--- config.mk ---
export PLATFORM = sky130hd
export DESIGN_NAME = mmio_uart_ctrl_flat
export DESIGN_NICKNAME = d
export VERILOG_FILES = /design/src/rtl/mmio_uart_ctrl_pkg.sv /design/src/rtl/mmio_uart_ctrl_if.sv /design/src/rtl/mmio_uart_ctrl_sync_fifo.sv /design/src/rtl/mmio_uart_ctrl.sv /design/src/flat_wrapper.sv
export SDC_FILE = /design/constraint.sdc
export NUM_CORES = 1
export LEC_CHECK = 0
export CORE_MARGIN = 1.5
export CORE_UTILIZATION = 40
export CTS_CLUSTER_SIZE = 14
export DETAILED_ROUTE_END_ITERATION = 10
export HOLD_SLACK_MARGIN = 0.06
export PLACE_DENSITY = 0.73
export SYNTH_ARGS = -nofsm -noshare
export SYNTH_HDL_FRONTEND = slang
export SYNTH_SLANG_ARGS = --single-unit
--- constraint.sdc ---
create_clock -name clk -period 2.8 [get_ports clk]
set_input_delay 0.28 -clock clk [delete_from_list [all_inputs] [get_ports clk]]
set_output_delay 0.28 -clock clk [all_outputs]
set_load 0.02 [all_outputs]
--- src/rtl/mmio_uart_ctrl_pkg.sv ---
// Shared definitions for the MMIO uart controller: I/O window base, register
// offsets, TX holding-register states and the window decode helper.
package mmio_uart_ctrl_pkg;

  localparam logic [31:0] IO_BASE_DEFAULT = 32'h8000_0000;

  // Register offsets within the I/O window (addr[7:0])
  localparam logic [7:0] OFF_UART_CTRL = 8'h00;
  localparam logic [7:0] OFF_UART_RX   = 8'h04;
  localparam logic [7:0] OFF_UART_TX   = 8'h08;
  localparam logic [7:0] OFF_CYC_CNT   = 8'h10;
  localparam logic [7:0] OFF_INST_CNT  = 8'h14;
  localparam logic [7:0] OFF_CNT_RST   = 8'h18;

  typedef enum logic [0:0] {
    TX_IDLE = 1'b0,
    TX_PEND = 1'b1
  } tx_state_e;

  // Window hit: top nibble matches the base and the middle bits are all zero,
  // so only addr[7:0] selects a register.
  function automatic logic io_hit(input logic [31:0] addr, input logic [3:0] base_nib);
    return (addr[31:28] == base_nib) && (addr[27:8] == 20'h0_0000);
  endfunction

endpackage

--- src/rtl/mmio_uart_ctrl_if.sv ---
// CPU load/store bus plus uart byte handshakes seen by the MMIO controller.
//   master : CPU/uart side (drives addr, wdata, we, re, uart_tx_ready, uart_rx_*)
//   slave  : controller side (drives rdata, uart_tx_*, uart_rx_ready)
interface mmio_uart_ctrl_if;
  logic [31:0] addr;
  logic [31:0] wdata;
  logic [3:0]  we;
  logic        re;
  logic [31:0] rdata;
  logic [7:0]  uart_tx_data;
  logic        uart_tx_valid;
  logic        uart_tx_ready;
  logic [7:0]  uart_rx_data;
  logic        uart_rx_valid;
  logic        uart_rx_ready;

  modport master (
    output addr, wdata, we, re, uart_tx_ready, uart_rx_data, uart_rx_valid,
    input  rdata, uart_tx_data, uart_tx_valid, uart_rx_ready
  );

  modport slave (
    input  addr, wdata, we, re, uart_tx_ready, uart_rx_data, uart_rx_valid,
    output rdata, uart_tx_data, uart_tx_valid, uart_rx_ready
  );
endinterface

--- src/rtl/mmio_uart_ctrl_sync_fifo.sv ---
// Synchronous FIFO with first-word-fall-through head (dout = oldest entry).
// Ports: clk, rst (sync, active-high), push/din, pop/dout, full, empty.
// A push while full and a pop while empty are ignored.
module sync_fifo #(
  parameter int WIDTH = 8,
  parameter int DEPTH = 8
) (
  input  logic             clk,
  input  logic             rst,
  input  logic             push,
  input  logic [WIDTH-1:0] din,
  input  logic             pop,
  output logic [WIDTH-1:0] dout,
  output logic             full,
  output logic             empty
);
  localparam int AW = $clog2(DEPTH);
  localparam logic [AW:0] FULL_CNT = DEPTH[AW:0];

  logic [WIDTH-1:0] mem_r [DEPTH];
  logic [AW-1:0]    wr_ptr_r;
  logic [AW-1:0]    rd_ptr_r;
  logic [AW:0]      count_r;
  logic             do_push_s;
  logic             do_pop_s;

  assign full      = (count_r == FULL_CNT);
  assign empty     = (count_r == {(AW+1){1'b0}});
  assign do_push_s = push & ~full;
  assign do_pop_s  = pop & ~empty;
  assign dout      = mem_r[rd_ptr_r];

  // Storage array write; contents need no reset since count gates visibility.
  always_ff @(posedge clk) begin
    if (do_push_s) begin
      mem_r[wr_ptr_r] <= din;
    end
  end

  // Pointer and occupancy bookkeeping.
  always_ff @(posedge clk) begin
    if (rst) begin
      wr_ptr_r <= {AW{1'b0}};
      rd_ptr_r <= {AW{1'b0}};
      count_r  <= {(AW+1){1'b0}};
    end else begin
      if (do_push_s) wr_ptr_r <= wr_ptr_r + 1'b1;
      if (do_pop_s)  rd_ptr_r <= rd_ptr_r + 1'b1;
      case ({do_push_s, do_pop_s})
        2'b10:   count_r <= count_r + 1'b1;
        2'b01:   count_r <= count_r - 1'b1;
        default: count_r <= count_r;
      endcase
    end
  end
endmodule

--- src/rtl/mmio_uart_ctrl.sv ---
// MMIO controller between the CPU load/store path and the uart.
// Ports: clk, rst (sync, active-high), inst_retired (one pulse per retired
// instruction), bus (slave modport: CPU addr/wdata/we/re/rdata and the uart
// tx/rx byte handshakes). Read data is registered on the re cycle and held.
module mmio_uart_ctrl
  import mmio_uart_ctrl_pkg::*;
#(
  parameter int          RX_FIFO_DEPTH = 8,
  parameter logic [31:0] IO_BASE       = IO_BASE_DEFAULT
) (
  input  logic             clk,
  input  logic             rst,
  input  logic             inst_retired,
  mmio_uart_ctrl_if.slave  bus
);
  logic        hit_s;
  logic [7:0]  off_s;
  logic        store_s;
  logic        tx_wr_s;
  logic        cnt_clr_s;
  logic        rx_pop_s;
  logic [7:0]  rx_head_s;
  logic        rx_full_s;
  logic        rx_empty_s;
  logic [31:0] rd_mux_s;
  tx_state_e   tx_state_r;
  tx_state_e   tx_state_s;
  logic        tx_load_s;
  logic [7:0]  tx_data_r;
  logic [31:0] cyc_cnt_r;
  logic [31:0] inst_cnt_r;
  logic [31:0] rdata_r;
  logic        unused_wdata_s;

  assign hit_s          = io_hit(bus.addr, IO_BASE[31:28]);
  assign off_s          = bus.addr[7:0];
  assign store_s        = |bus.we;
  assign tx_wr_s        = hit_s & bus.we[0] & (off_s == OFF_UART_TX);
  assign cnt_clr_s      = hit_s & store_s & (off_s == OFF_CNT_RST);
  assign rx_pop_s       = hit_s & bus.re & (off_s == OFF_UART_RX);
  assign unused_wdata_s = ^bus.wdata[31:8];

  sync_fifo #(
    .WIDTH (8),
    .DEPTH (RX_FIFO_DEPTH)
  ) u_rx_fifo (
    .clk   (clk),
    .rst   (rst),
    .push  (bus.uart_rx_valid),
    .din   (bus.uart_rx_data),
    .pop   (rx_pop_s),
    .dout  (rx_head_s),
    .full  (rx_full_s),
    .empty (rx_empty_s)
  );

  assign bus.uart_rx_ready = ~rx_full_s;
  assign bus.uart_tx_valid = (tx_state_r == TX_PEND);
  assign bus.uart_tx_data  = tx_data_r;
  assign bus.rdata         = rdata_r;

  // TX holding register next state: a new byte is only taken while idle.
  always_comb begin
    tx_state_s = tx_state_r;
    tx_load_s  = 1'b0;
    case (tx_state_r)
      TX_IDLE: begin
        if (tx_wr_s) begin
          tx_state_s = TX_PEND;
          tx_load_s  = 1'b1;
        end else begin
          tx_state_s = TX_IDLE;
        end
      end
      TX_PEND: begin
        if (bus.uart_tx_ready) tx_state_s = TX_IDLE;
        else                   tx_state_s = TX_PEND;
      end
      default: tx_state_s = TX_IDLE;
    endcase
  end

  // TX state and data registers.
  always_ff @(posedge clk) begin
    if (rst) begin
      tx_state_r <= TX_IDLE;
      tx_data_r  <= 8'h00;
    end else begin
      tx_state_r <= tx_state_s;
      if (tx_load_s) tx_data_r <= bus.wdata[7:0];
    end
  end

  // Free-running counters; a clear wins over a same-cycle increment.
  always_ff @(posedge clk) begin
    if (rst || cnt_clr_s) begin
      cyc_cnt_r  <= 32'h0000_0000;
      inst_cnt_r <= 32'h0000_0000;
    end else begin
      cyc_cnt_r  <= cyc_cnt_r + 32'h0000_0001;
      if (inst_retired) inst_cnt_r <= inst_cnt_r + 32'h0000_0001;
    end
  end

  // Read mux over pre-edge state; non-hits and unmapped offsets read zero.
  always_comb begin
    rd_mux_s = 32'h0000_0000;
    if (hit_s) begin
      case (off_s)
        OFF_UART_CTRL: rd_mux_s = {30'h0, ~rx_empty_s, ~bus.uart_tx_valid};
        OFF_UART_RX:   rd_mux_s = rx_empty_s ? 32'h0000_0000 : {24'h00_0000, rx_head_s};
        OFF_CYC_CNT:   rd_mux_s = cyc_cnt_r;
        OFF_INST_CNT:  rd_mux_s = inst_cnt_r;
        default:       rd_mux_s = 32'h0000_0000;
      endcase
    end else begin
      rd_mux_s = 32'h0000_0000;
    end
  end

  // Registered load data, held between loads.
  always_ff @(posedge clk) begin
    if (rst) begin
      rdata_r <= 32'h0000_0000;
    end else if (bus.re) begin
      rdata_r <= rd_mux_s;
    end
  end
endmodule

--- src/flat_wrapper.sv ---
// flat-port wrapper written by rule: the top's interface ports become plain ports
module mmio_uart_ctrl_flat import mmio_uart_ctrl_pkg::*;
#(
  parameter int          RX_FIFO_DEPTH = 8,
  parameter logic [31:0] IO_BASE       = IO_BASE_DEFAULT
)
  (clk, rst, inst_retired, bus_addr, bus_wdata, bus_we, bus_re, bus_uart_tx_ready, bus_uart_rx_data, bus_uart_rx_valid, bus_rdata, bus_uart_tx_data, bus_uart_tx_valid, bus_uart_rx_ready);
  mmio_uart_ctrl_if bus_i ();
  input  logic clk;
  input  logic rst;
  input  logic inst_retired;
  input wire logic [$bits(bus_i.addr)-1:0] bus_addr;
  input wire logic [$bits(bus_i.wdata)-1:0] bus_wdata;
  input wire logic [$bits(bus_i.we)-1:0] bus_we;
  input wire logic [$bits(bus_i.re)-1:0] bus_re;
  input wire logic [$bits(bus_i.uart_tx_ready)-1:0] bus_uart_tx_ready;
  input wire logic [$bits(bus_i.uart_rx_data)-1:0] bus_uart_rx_data;
  input wire logic [$bits(bus_i.uart_rx_valid)-1:0] bus_uart_rx_valid;
  output wire logic [$bits(bus_i.rdata)-1:0] bus_rdata;
  output wire logic [$bits(bus_i.uart_tx_data)-1:0] bus_uart_tx_data;
  output wire logic [$bits(bus_i.uart_tx_valid)-1:0] bus_uart_tx_valid;
  output wire logic [$bits(bus_i.uart_rx_ready)-1:0] bus_uart_rx_ready;
  assign bus_i.addr = bus_addr;
  assign bus_i.wdata = bus_wdata;
  assign bus_i.we = bus_we;
  assign bus_i.re = bus_re;
  assign bus_i.uart_tx_ready = bus_uart_tx_ready;
  assign bus_i.uart_rx_data = bus_uart_rx_data;
  assign bus_i.uart_rx_valid = bus_uart_rx_valid;
  assign bus_rdata = bus_i.rdata;
  assign bus_uart_tx_data = bus_i.uart_tx_data;
  assign bus_uart_tx_valid = bus_i.uart_tx_valid;
  assign bus_uart_rx_ready = bus_i.uart_rx_ready;
  mmio_uart_ctrl #(.RX_FIFO_DEPTH(RX_FIFO_DEPTH), .IO_BASE(IO_BASE)) u_core (.clk(clk), .rst(rst), .inst_retired(inst_retired), .bus(bus_i));
endmodule
After elaboration in Yosys (flattened, before gate mapping)
Memories as Yosys holds them, arrays and structs flattened. A register that Yosys moved wholly into a read port is not among the register bits.
Index checks and enable logic that the tools add are counted.
{"block": "word_totals", "output_inout_bits": 42, "reg_bits": 115, "mem_count": 1, "ram_bits": 64, "in_bits": 82}
{"name": "u_core.u_rx_fifo.mem_r", "words": 8, "width": 8, "rd": 1, "rd_clocked_by_memory_dff": 1, "write_ports": 1, "line_no": "mmio_uart_ctrl_sync_fifo.sv:20", "rtl": "logic [WIDTH-1:0] mem_r [DEPTH];"}
{"block": "op_classes", "n_eq_ne": 9, "bitwise_logic": 11, "n_mux": 12, "n_reduce_logical": 7, "n_addsub": 6}
{"cell": "case mux 32 bit (4 select lines)", "n": 1}
{"cell": "adder 32 x 1 -> 32 bit, second input constant", "n": 2}
{"cell": "2-to-1 mux 32 bit", "n": 1}
{"cell": "equality test 8 x 5 -> 1 bit, second input constant", "n": 3}
{"cell": "logical NOT 20 bit", "n": 1}
{"cell": "bitwise AND 1 bit", "n": 8}
{"cell": "equality test 4 bit, second input constant", "n": 2}
{"cell": "equality test 8 x 3 -> 1 bit, second input constant", "n": 1}
{"cell": "equality test 8 x 4 -> 1 bit, second input constant", "n": 1}
{"cell": "logical NOT 8 bit", "n": 1}
{"cell": "2-to-1 mux 8 bit", "n": 1}
{"cell": "case mux 4 bit (2 select lines)", "n": 1}
{"cell": "adder 3 x 1 -> 3 bit, second input constant", "n": 2}
{"cell": "2-to-1 mux 3 bit", "n": 2}
{"cell": "2-to-1 mux 1 bit", "n": 5}
{"cell": "adder 4 x 1 -> 4 bit, second input constant", "n": 1}
{"cell": "logical NOT 4 bit", "n": 1}
{"cell": "OR reduction 4 bit", "n": 1}
{"cell": "subtractor 4 x 1 -> 4 bit, second input constant", "n": 1}
{"cell": "NOT 1 bit", "n": 3}
{"cell": "equality test 2 x 1 -> 1 bit, second input constant", "n": 1}
{"cell": "equality test 2 bit, second input constant", "n": 1}
{"cell": "case mux 1 bit (2 select lines)", "n": 1}
{"cell": "nonzero test 2 bit", "n": 1}
{"cell": "2 further kinds", "n": 2}

Logic depth before layout (Yosys ltp)
{"block": "logic_depth", "ltp_word": 7, "ltp_mapped": 12}

By module
A second synthesis with hierarchy kept.
{"block": "hier_totals", "hier_cells": 704, "area_unflattened_um2": 7826.3}
{"module": "mmio_uart_ctrl", "cells_per_inst": 537, "instances": 1, "seq_area_each_um2": 2102.0, "area_each_um2": 4675.7}
{"module": "sync_fifo", "cells_per_inst": 167, "instances": 1, "seq_area_each_um2": 2182.1, "area_each_um2": 3150.5}

Worst setup path before layout
No wires, ideal clock.
{"block": "synth_path", "kind": "register to register", "start": "reg u_core.u_rx_fifo.count_r[1]", "end": "reg u_core.u_rx_fifo.count_r[2]", "path_slack_ns": 0.126, "n_path_buf": 1, "path_stages_with_launch": 13, "setup_ns": 0.071, "required_time_ns": 2.729, "arrival_time_ns": 2.604, "synth_period_minus_slack_ns": 2.674, "cell_sequence": "dfxtp_1 clkbuf_1 or4_1 nand3_1 nor2_1 and2_1 ha_1 xor2_1 ha_1 a21oi_1 xor2_1 or3_1 a21oi_1"}
{"block": "synth_between", "elab_chain_len": 5}
{"element": "from (decl)", "line_no": "mmio_uart_ctrl_sync_fifo.sv:23", "rtl": "logic [AW:0] count_r;"}
{"element": "from (signal assigned)", "line_no": "mmio_uart_ctrl_sync_fifo.sv:45", "rtl": "count_r <= {(AW+1){1'b0}};"}
{"element": "from (signal assigned)", "line_no": "mmio_uart_ctrl_sync_fifo.sv:50", "rtl": "2'b10: count_r <= count_r + 1'b1;"}
{"element": "from (signal assigned)", "line_no": "mmio_uart_ctrl_sync_fifo.sv:51", "rtl": "2'b01: count_r <= count_r - 1'b1;"}
{"element": "logical NOT 4 bit (*)", "line_no": "mmio_uart_ctrl_sync_fifo.sv:28", "rtl": "assign empty = (count_r == {(AW+1){1'b0}});"}
{"element": "NOT 1 bit (*)", "line_no": "mmio_uart_ctrl_sync_fifo.sv:30", "rtl": "assign do_pop_s = pop & ~empty;"}
{"element": "bitwise AND 1 bit (*)", "line_no": "mmio_uart_ctrl_sync_fifo.sv:30"}
{"element": "net u_core.u_rx_fifo.do_pop_s", "line_no": "mmio_uart_ctrl_sync_fifo.sv:25", "rtl": "logic do_pop_s;"}
{"element": "equality test 2 x 1 -> 1 bit / equality test 2 bit (equally long branches)", "line_no": "mmio_uart_ctrl_sync_fifo.sv:49", "rtl": "case ({do_push_s, do_pop_s})"}
{"element": "case mux 4 bit (2 select lines) / nonzero test 2 bit (equally long branches)"}
Mark *: on every way through the listed nets, which the timed path passes. The rest lies on a longest branch.
A chain may end at the register's enable or synchronous reset.

Worst setup path after layout
{"block": "layout_path", "start": "reg u_core.u_rx_fifo.count_r[3]", "end": "reg u_core.u_rx_fifo.count_r[2]"}
Same word-level chain as after synthesis.

==> flow_summary.ini <==
[die]
core_area_um2 = 19500
dieArea_um2 = 20800
num_rows = 51
start_util_pct = 40.8
die_w_um = 144
die_y_um = 144
num_io_pins = 124

[logic_synthesis]
synth_nets = 808
synth-async-reset-ratio_pct = 0
syn_area_um2 = 7980
synth_warnings = 0
ys_types = 50
synth_top_area_share_pct = 29.6
ys_seq_elements = 182
synth_area_leaders = dfxtp_1 30%, edfxtp_1 24%, xor2_1 5.2%
synthTopCellsByCount = 118 x dfxtp_1, 98 x nor2_1, 64 x edfxtp_1
synth.largest_area_cell = dfxtp_1
yosysSeqAreaShare_pct = 53.7
synth_edf_count = 64
netlist_instances = 719
yosys.cell_count.top_type = dfxtp_1
ys.flop_type = dfxtp_1
post_synth.cell_area_avg_um2 = 11.1

[cts]
post_cts_buffers = 0
clock_latency_ns = 0.43
cts_buffers = 17
cts-root-buf = clkbuf_16
clockBufferDepth = 2
cts_tree = yes
cts_hold_buf = 0
path_clk_slew_ns = 0.07
clkSinkCount = 182
htree_levels = 4

[place]
portBuffers = 99
gp_congestion = 0.836
place_ws_ns = -0.120
post_dp_cell_area_um2 = 9410
post-dp-hpwl_mm = 12.5

[pwr]
ir_worst_vdd_v = 0.000420
leakage_nw = 3.41
p_per_area_nw_per_um2 = 544

[setup_path]
path_max_fanout = 4
path_class = reg2reg
arrival_ns = 2.94
cp-end-kind = register
required_ns = 3.16
startpoint_type = register

[finish]
final_util_pct = 51.2
final_cell_area_um2 = 9990
nFillCells = 1771
drive_gt1_share_pct = 16.5
regArea_um2 = 4280
diodes = 0
areaGrowthSynthToFinish_pct = 25.3
multi_input_area_um2 = 3490
final_nets = 932

[timing]
fmax_mhz = 387
finalCritPeriodShare_pct = 92.2
hold_viol_final = 0
tightestPinTransition_ns = 0.764
slew_viol_final = 0
fin_ws_ns = 0.219
period_needed_ns = 2.58
setup_viol_count_final = 0
fin_skew_ns = 0.0108
slew_headroom_pct = 49.0
rsz0062_at_grt = false
whs_ns = 0.213

[global_route]
grt_usage_pct = 18.5
antenna_found_initial = 0
grt_pass1_wl_mm = 29.4
first_global_vias = 5737
grt_max_degree = 65
overflow = 0

[route]
dr.pass1.iters = 5
drt_iter0_drc = 367
wl_per_cell_um = 16.1
vias = 5813
drt_wl_total_mm = 18.0
ant_nets = 0
drc = 0
viasPerCell = 5.19

[status]
status = complete, no violations

[job]
maxCapViolCount = 0

[min_path]
hp-class = in2reg
## critical path, stage by stage (launching register included)
cell     delay (ns)
dfxtp_1        0.33
or4_4          0.57
nand3_1        0.13
nor2_1         0.09
and2_1         0.17
ha_1           0.22
xor2_1         0.15
ha_1           0.17
a21oi_1        0.14
xor2_1         0.10
or3_1          0.31
a21oi_1        0.14
## sequential cells by signal, summed over array words and instances (netlist names), 3 cells and up, named ones only
name,cells
u_core.u_rx_fifo.count_r,4
u_core.u_rx_fifo.wr_ptr_r,3
u_core.u_rx_fifo.rd_ptr_r,3
u_core.u_rx_fifo.mem_r,64
u_core.bus.rdata,32
u_core.bus.uart_tx_data,8
u_core.inst_cnt_r,32
u_core.cyc_cnt_r,32
## layout by cell type, fill, tap and decap left out, types with 9 or more instances in the layout
master           instances
clkdlybuf4s50_1         97
a22oi_1                 24
and3_1                   9
nand3_1                 36
nor2_1                  98
nor3_1                  17
o21ai_0                 15
nand4_1                 22
mux4_2                  16
clkbuf_16               17
mux2i_1                 24
a21oi_1                 19
nor2_2                  16
dfxtp_1                118
nand2_1                 44
xnor2_1                 12
xor2_1                  47
edfxtp_1                64
buf_4                   36
inv_1                   10
mux2_2                  21
## per-stage QoR
stage	power, mW	setup TNS, ns	instances
floorplan	2.98	0	719
global placement	3.13	-0.151	1089
detailed placement	3.13	-0.134	1089
CTS	5.47	0	1121
global route	5.62	0	1121
finish	5.44	0	1121
## logic make-up (layout without fill, tap and decap cells)
| group | after synthesis | count (layout) | synth area share, % |
|---|---|---|---|
| AND/OR/NAND/NOR | 291 | 291 | 19.0 |
| flip-flops | 182 | 182 | 53.7 |
| multiplexers | 61 | 61 | 10.5 |
| buffers and inverters | 42 | 179 | 2.68 |
| AO/OA/AOI/OAI | 77 | 77 | 6.54 |
| adder cells (fa/ha/maj) | 7 | 7 | 1.10 |
| XOR/XNOR | 59 | 59 | 6.48 |
## report_power, final
part / internal [mW] / switching [mW] / total, mW / leakage, nW
Clock: 1.26 / 1.10 / 2.36 / 0.274
Sequential: 2.77 / 0.0203 / 2.79 / 1.53
Combinational: 0.141 / 0.146 / 0.288 / 1.60
Total: 4.17 / 1.27 / 5.44 / 3.41
## cell type report
class,count,area share (%)
well taps,265,3.32
multi-input cells,495,34.9
flip-flops and latches,182,42.9
repair buffers,136,12.7
clock buffers,17,4.26
clock inverters,15,1.53
inverters,11,0.413
## final timing paths
path | slack [ns] | start | cells after the start | end
setup / recovery | 0.22 | u_core.u_rx_fifo.count_r[3] | 11 | u_core.u_rx_fifo.count_r[2]
hold / removal | 0.21 | rst | 2 | u_core.bus.rdata[7]
setup reg to reg | 0.22 | u_core.u_rx_fifo.count_r[3] | 11 | u_core.u_rx_fifo.count_r[2]
hold reg to reg | 0.46 | u_core.bus.rdata[1] | 2 | u_core.bus.rdata[1]
## metal layers
metal	GRT usage [%]	vias up	part of all wire, %
li1	-	2863	-
met4	6.43	0	1.8
met3	3.94	23	4.4
met5	0	-	0
met2	31.6	124	50
met1	23.2	2803	44
## what timing repair did
action,4_1_cts,5_1_grt
endpoints found under the setup margin,0,1
gates resized for setup,0,1
endpoints found under the hold margin,0,0
(Power assumes the default switching activity.)
